<file path="src/rtl/bsg_manycore_vcache_dma_arbiter.sv">
// Shares one vcache DMA channel (packet, writeback, fill) among num_cache_p bsg_cache DMA ports.
// Define BSG_MANYCORE_VCACHE_DMA_ARB_FIXED_PRIO_EN for fixed priority (lowest index wins) instead of round-robin.
module bsg_manycore_vcache_dma_arbiter #(
  parameter  int num_cache_p      = 2,
  parameter  int addr_width_p     = 32,
  parameter  int mask_width_p     = 8,
  parameter  int dma_data_width_p = 32,
  parameter  int burst_len_p      = 4,
  parameter  int max_out_p        = 4,
  localparam int pkt_width_lp     = 1 + addr_width_p + mask_width_p
) (
  input  logic                                         clk_i,
  input  logic                                         reset_n_i,

  input  logic [num_cache_p-1:0][pkt_width_lp-1:0]     cache_dma_pkt_i,
  input  logic [num_cache_p-1:0]                       cache_dma_pkt_v_i,
  output logic [num_cache_p-1:0]                       cache_dma_pkt_yumi_o,

  output logic [num_cache_p-1:0][dma_data_width_p-1:0] cache_dma_data_o,
  output logic [num_cache_p-1:0]                       cache_dma_data_v_o,
  input  logic [num_cache_p-1:0]                       cache_dma_data_ready_and_i,

  input  logic [num_cache_p-1:0][dma_data_width_p-1:0] cache_dma_data_i,
  input  logic [num_cache_p-1:0]                       cache_dma_data_v_i,
  output logic [num_cache_p-1:0]                       cache_dma_data_yumi_o,

  output logic [pkt_width_lp-1:0]                      dma_pkt_o,
  output logic                                         dma_pkt_v_o,
  input  logic                                         dma_pkt_yumi_i,

  input  logic [dma_data_width_p-1:0]                  dma_data_i,
  input  logic                                         dma_data_v_i,
  output logic                                         dma_data_ready_and_o,

  output logic [dma_data_width_p-1:0]                  dma_data_o,
  output logic                                         dma_data_v_o,
  input  logic                                         dma_data_yumi_i
);

  localparam int tag_width_lp = (num_cache_p > 1) ? $clog2(num_cache_p) : 1;
  localparam int cnt_width_lp = (burst_len_p > 1) ? $clog2(burst_len_p) : 1;
  localparam int ptr_width_lp = (max_out_p > 1) ? $clog2(max_out_p) : 1;
  localparam int occ_width_lp = $clog2(max_out_p + 1);

  localparam logic [cnt_width_lp-1:0] last_beat_lp  = cnt_width_lp'(burst_len_p - 1);
  localparam logic [ptr_width_lp-1:0] last_slot_lp  = ptr_width_lp'(max_out_p - 1);
  localparam logic [occ_width_lp-1:0] full_occ_lp   = occ_width_lp'(max_out_p);
  localparam logic [tag_width_lp-1:0] last_cache_lp = tag_width_lp'(num_cache_p - 1);

  typedef enum logic {ARB, WDATA} state_e;

  state_e                  state_r, state_n;
  logic [tag_width_lp-1:0] wr_owner_r;
  logic [cnt_width_lp-1:0] wr_cnt_r, rd_cnt_r;
  logic [ptr_width_lp-1:0] wr_ptr_r, rd_ptr_r;
  logic [occ_width_lp-1:0] occ_r;
  logic [tag_width_lp-1:0] tag_mem [max_out_p];

  logic [num_cache_p-1:0]  cand;
  logic                    grant_v;
  logic [tag_width_lp-1:0] winner;
  logic                    winner_is_write;
  logic                    pkt_fire, push, pop, wr_load, wr_beat, fill_fire;
  logic                    fifo_full, fifo_empty;
  logic [tag_width_lp-1:0] head;

  assign fifo_full  = (occ_r == full_occ_lp);
  assign fifo_empty = (occ_r == '0);
  assign head       = tag_mem[rd_ptr_r];

`ifdef BSG_MANYCORE_VCACHE_DMA_ARB_FIXED_PRIO_EN
  always_comb begin
    // NOTE: every variable written here gets a default first, so no path leaves one unassigned and no latch is inferred.
    cand    = '0;
    grant_v = 1'b0;
    winner  = '0;
    for (int i = 0; i < num_cache_p; i++)
      cand[i] = cache_dma_pkt_v_i[i] & (cache_dma_pkt_i[i][pkt_width_lp-1] | ~fifo_full);
    for (int i = num_cache_p - 1; i >= 0; i--) begin
      if (cand[i]) begin
        grant_v = 1'b1;
        winner  = tag_width_lp'(i);
      end
    end
  end
`else
  logic [tag_width_lp-1:0] rr_ptr_r;
  logic [tag_width_lp-1:0] rr_idx;

  always_comb begin
    // NOTE: every variable written here gets a default first, so no path leaves one unassigned and no latch is inferred.
    cand    = '0;
    grant_v = 1'b0;
    winner  = '0;
    rr_idx  = '0;
    for (int i = 0; i < num_cache_p; i++)
      cand[i] = cache_dma_pkt_v_i[i] & (cache_dma_pkt_i[i][pkt_width_lp-1] | ~fifo_full);
    // Scan from the farthest offset down so the nearest candidate at/after rr_ptr_r wins.
    for (int i = num_cache_p - 1; i >= 0; i--) begin
      rr_idx = tag_width_lp'((int'(rr_ptr_r) + i) % num_cache_p);
      if (cand[rr_idx]) begin
        grant_v = 1'b1;
        winner  = rr_idx;
      end
    end
  end

  always_ff @(posedge clk_i or negedge reset_n_i) begin
    if (!reset_n_i)
      rr_ptr_r <= '0;
    else if (pkt_fire)
      rr_ptr_r <= (winner == last_cache_lp) ? '0 : winner + 1'b1;
  end
`endif

  assign winner_is_write = cache_dma_pkt_i[winner][pkt_width_lp-1];

  // Packet / writeback FSM; reset_n_i gates every handshake so nothing is offered during reset.
  always_comb begin
    state_n               = state_r;
    dma_pkt_o             = cache_dma_pkt_i[winner];
    dma_pkt_v_o           = 1'b0;
    cache_dma_pkt_yumi_o  = '0;
    dma_data_o            = cache_dma_data_i[wr_owner_r];
    dma_data_v_o          = 1'b0;
    cache_dma_data_yumi_o = '0;
    pkt_fire              = 1'b0;
    push                  = 1'b0;
    wr_load               = 1'b0;
    wr_beat               = 1'b0;
    unique case (state_r)
      ARB: begin
        dma_pkt_v_o = grant_v & reset_n_i;
        pkt_fire    = grant_v & reset_n_i & dma_pkt_yumi_i;
        if (pkt_fire) begin
          cache_dma_pkt_yumi_o[winner] = 1'b1;
          if (winner_is_write) begin
            wr_load = 1'b1;
            state_n = WDATA;
          end else begin
            push = 1'b1;
          end
        end
      end
      WDATA: begin
        dma_data_v_o = cache_dma_data_v_i[wr_owner_r] & reset_n_i;
        if (reset_n_i & dma_data_yumi_i) begin
          cache_dma_data_yumi_o[wr_owner_r] = 1'b1;
          wr_beat = 1'b1;
          if (wr_cnt_r == last_beat_lp) state_n = ARB;
        end
      end
      default: ;
    endcase
  end

  // Fill path: data fans out to every cache, only the valid is steered by the head tag.
  always_comb begin
    cache_dma_data_o     = '0;
    cache_dma_data_v_o   = '0;
    dma_data_ready_and_o = 1'b0;
    for (int i = 0; i < num_cache_p; i++) cache_dma_data_o[i] = dma_data_i;
    if (!fifo_empty && reset_n_i) begin
      cache_dma_data_v_o[head] = dma_data_v_i;
      dma_data_ready_and_o     = cache_dma_data_ready_and_i[head];
    end
  end

  assign fill_fire = dma_data_v_i & dma_data_ready_and_o;
  assign pop       = fill_fire & (rd_cnt_r == last_beat_lp);

  // NOTE: state registers use non-blocking assignments so every flop samples pre-edge values regardless of statement order.
  always_ff @(posedge clk_i or negedge reset_n_i) begin
    if (!reset_n_i) begin
      state_r    <= ARB;
      wr_owner_r <= '0;
      wr_cnt_r   <= '0;
      rd_cnt_r   <= '0;
      wr_ptr_r   <= '0;
      rd_ptr_r   <= '0;
      occ_r      <= '0;
    end else begin
      state_r <= state_n;
      if (wr_load) begin
        wr_owner_r <= winner;
        wr_cnt_r   <= '0;
      end else if (wr_beat) begin
        wr_cnt_r <= wr_cnt_r + 1'b1;
      end
      if (fill_fire) rd_cnt_r <= pop ? '0 : rd_cnt_r + 1'b1;
      if (push) wr_ptr_r <= (wr_ptr_r == last_slot_lp) ? '0 : wr_ptr_r + 1'b1;
      if (pop)  rd_ptr_r <= (rd_ptr_r == last_slot_lp) ? '0 : rd_ptr_r + 1'b1;
      if (push && !pop)      occ_r <= occ_r + 1'b1;
      else if (pop && !push) occ_r <= occ_r - 1'b1;
    end
  end

  // NOTE: tag storage is not reset; occupancy gates every read, so stale entries are never observed.
  always_ff @(posedge clk_i) begin
    if (push) tag_mem[wr_ptr_r] <= winner;
  end

endmodule

</file>
<file path="config.mk">
export PLATFORM = sky130hd
export DESIGN_NAME = bsg_manycore_vcache_dma_arbiter
export DESIGN_NICKNAME = d
export VERILOG_FILES = /design/src/rtl/bsg_manycore_vcache_dma_arbiter.sv
export SDC_FILE = /design/constraint.sdc
export NUM_CORES = 1
export LEC_CHECK = 0
export ABC_CLOCK_PERIOD_IN_PS = 3900
export BUFFER_PORTS_ARGS = -buffer_cell sky130_fd_sc_hd__buf_2
export CAP_MARGIN = 20
export CORE_AREA = 3 3 130 132
export DETAILED_ROUTE_END_ITERATION = 6
export DIE_AREA = 0 0 133 135
export GPL_TIMING_DRIVEN = 0
export MAX_ROUTING_LAYER = met4
export PLACE_DENSITY = 0.44
export SLEW_MARGIN = 20
export SYNTH_ARGS = -nofsm -noshare
export SYNTH_HDL_FRONTEND = slang
export SYNTH_SLANG_ARGS = --single-unit
</file>
<file path="constraint.sdc">
create_clock -name clk_i -period 3.9 [get_ports clk_i]
set_input_delay 0.39 -clock clk_i [delete_from_list [all_inputs] [get_ports clk_i]]
set_output_delay 0.39 -clock clk_i [all_outputs]
set_load 0.1 [all_outputs]
</file>
==> impl_metrics.ini <==
[clock_tree]
clk-insertion-delay-late_ps = 250
postCtsSetupRepairBufs = 0
cts.path.max_buffers = 2
cts_sinks = 18
cts_made_buffers = 3
clock_transition_time_at_the_flip_flop_clock_pins_of_the_worst_setup_and_hold_paths_ps = 60
cts-resized-gates = 0
tritoncts = yes
h_tree_lvl_count = 1
ctsRootBufferMaster = sky130_fd_sc_hd__clkbuf_16
cts_stage_hold_buffer_count = 0

[yosys]
post-synth-top-count-cell = sky130_fd_sc_hd__buf_4
yosys.area.top_type_share = 0.205
yosysWarningCount = 0
main_combinational_cell_family_by_area_after_synthesis = multiplexers
async_flop_share = 0.778
yosys-top-cells-count = 65 x sky130_fd_sc_hd__buf_4, 43 x sky130_fd_sc_hd__mux2_2, 36 x sky130_fd_sc_hd__mux2_4
post_synth_top_area_cell = sky130_fd_sc_hd__mux2_4
syn-instance-count = 248
mappedNetlistArea_sq_um = 2640
post_synth_and_or_nand_nor_area_fraction = 0.0802
ys_seq_area_frac = 0.178
ys_dominant_reg_cell = sky130_fd_sc_hd__dfrtp_1
avg_synthesized_cell_area_sq_um = 10.6
post_synth_xor_area_fraction = 0.0133
synthesis.nets = 446
synth_compound_area_frac = 0.0394
count_of_state_elements_after_synthesis = 18
synth-edff-count = 4
synth-adder-area-share = 0.0455
post_synth_mux_area_share = 0.408
synth.lib_cells_used.distinct = 37
yosys-top-cells-area = sky130_fd_sc_hd__mux2_4 20%, sky130_fd_sc_hd__buf_4 19%, sky130_fd_sc_hd__mux2_2 18%

[final_layout]
final_cells = 770
insertedDiodeCount = 0
fin_nets = 753
nFillCells = 1691
syn2layout_area_growth_pct = 70.5
layout-drive-gt1-share = 0.827

[timing]
finalSetupViolations = 0
max_slew.worst_pin.slew_ps = 752
rsz0062_at_grt = false
timing.fmax_ghz = 0.324
tns_ps = 0
fin_worst_skew_ps = 3.86
maxSlewHeadroom = 0.492
holdWs_ps = 76.1
post-route-min-period_ps = 3090
timing_max_transition_violations_final = 0
fin_crit_sh = 0.791
finalHoldViolCount = 0

[worst_setup_path]
slowest_stage_cell_cp = sky130_fd_sc_hd__or4b_4
kind_of_capture_point_of_the_worst_setup_path = primary output
cp_class = register to primary output
worstReg2RegEnd = occ_r[1]$_DFFE_PN0P_
rr_worst_depth = 8
worst-endpoint-required_ps = 3510
worst-r2r-setup-slack_ps = 1140
critical_path.startpoint = occ_r[1]$_DFFE_PN0P_
cp.arrival_ps = 2700
worst-path-max-fanout = 10
critical_path.reg2reg.startpoint = rd_ptr_r[0]$_DFFE_PN0P_
cpMostUsedCell = sky130_fd_sc_hd__buf_6
cpPeakStageDelay_ps = 580
critical_path.cell_chain = or4b_4 -> a211o_1 -> buf_6 -> buf_6 -> o21ai_0 -> buf_4 -> buf_2
critPathCapture = dma_pkt_o[40]
worstSetupStartpointType = register

[detailed_routing]
dr.first_iter.drc_count = 43
routed_wirelength_mm = 12.0
wl_met1_mm = 4.93
viasPerCell = 3.65
ant_nets = 0
top_layer_used_by_detailed_routing = met4
drt_drc_violations_left = 0
num_vias = 2813
routed-wl-met2_mm = 5.51
wire_per_inst_um = 15.6
routed-wl-met3_mm = 1.43
detailedRoute.firstPassIterationCount = 4

[placement]
placed_cells = 766
hpwl_mm = 10.8
total_of_buffers_placed_on_input_and_output_ports = 302
gpl.final_weighted_congestion = 0.759

[worst_hold_path]
worstHoldPathType = input pin to async pin

[pwr]
power_switching_mw = 2.28
netSwitchingFraction = 0.681
pwr-share-clk = 0.063
power.share.combinational = 0.833
pwr_density_cell_nw_per_um2 = 745
p_int_mw = 1.07
power.static_leakage_nw = 2.54
power.sequential.fraction = 0.103
max-vdd-ir-drop_mv = 0.548

[grt]
via_count_of_the_first_global_routing_pass = 2843
wire_length_of_the_first_global_routing_pass_mm = 16.5
grt_antenna_before_repair = 0
largest_net_degree_at_the_start_of_global_routing = 23
track_usage = 0.121
gr-total-overflow = 0

[run]
max_cap_viol_count = 0

[status]
run_status = finished, final reports clean

[floorplan]
rows = 46
chipHeight_um = 135
die_w_um = 133
die-area_sq_um = 18000
core_sq_um = 15800
starting_density_of_the_core = 0.167
top_level_ports = 335
## worst max-delay path: cells and delay by family, from the launching register on
family,cells,cell delay (ps)
compound gates,2,490
buf+inv,4,900
flops,1,460
simple gates,1,580
## layer usage
layer	vias up	track usage
li1	1410	-
met1	1229	0.151
met2	164	0.188
met3	10	0.0488
met4	0	0.0202
met5	-	-
## stage by stage
step / cell area (sq um) / total power [mW] / worst slack (ps) / util
final: 4500 / 3.35 / 813 / 0.284
after global routing: 4500 / 3.50 / 606 / 0.284
after CTS: 4500 / 3.39 / 771 / 0.284
after detailed placement: 4420 / 3.17 / 974 / 0.279
after global placement: 4420 / 3.14 / 1000 / 0.279
after floorplan: 2640 / 2.72 / 599 / -
## power groups by stage
stage / clock (mW) / sequential, mW / combinational (mW)
global placement: 0 / 0.344 / 2.80
finish: 0.211 / 0.347 / 2.79
floorplan: 0 / 0.330 / 2.39
global route: 0.225 / 0.364 / 2.91
CTS: 0.217 / 0.348 / 2.82
detailed placement: 0 / 0.351 / 2.82
## placed cells by master (no fill, tap or decap), drive strengths merged, types with 2 or more instances in the layout
master	netlist	layout
o31ai	2	2
clkbuf	3	6
mux2i	3	3
nor2	17	17
edfxtp	4	4
mux2	79	79
xor2	3	3
buf	71	373
inv	9	9
o21ai	2	2
nand3b	2	2
nor3b	3	3
nor3	2	2
and2	4	4
dfrtp	14	14
ha	8	8
nand3	4	4
nand2	3	3
## worst min path at each step
stage                    from                       to
finish              reset_n_i  rd_ptr_r[0]$_DFFE_PN0P_
global route        reset_n_i  rd_ptr_r[0]$_DFFE_PN0P_
CTS                 reset_n_i     occ_r[1]$_DFFE_PN0P_
detailed placement  reset_n_i  rd_ptr_r[0]$_DFFE_PN0P_
global placement    reset_n_i  rd_ptr_r[1]$_DFFE_PN0P_
floorplan           reset_n_i     occ_r[0]$_DFFE_PN0P_
## state kept, by name (all words and copies together) (netlist names)
register and flops:
wr_cnt_r 2, rd_ptr_r 2, occ_r 3, state_r 1, wr_ptr_r 2, rd_cnt_r 2
tag_mem 4, rr_ptr_r 1, wr_owner_r 1
## cell type report
cell class                      instances  area, sq um  area share
Buffer                                 74          586       0.130
Clock buffer                            3         75.1      0.0167
Clock inverter                          1         3.75    0.000834
Inverter                                9         33.8     0.00751
Multi-Input combinational cell        147         1550       0.344
Sequential cell                        18          470       0.105
Tap cell                              216          270      0.0601
Timing Repair Buffer                  302         1510       0.336
## cells by family after synthesis
kind of cell,Yosys count
buffers and inverters,83
AOI/OAI and AO/OA,11
xor gates and xnor gates,4
DFF,18
and+or+nand+nor,40
muxes,83
adders and majority gates,9
Note: power is estimated with default switching activity, not from simulation.
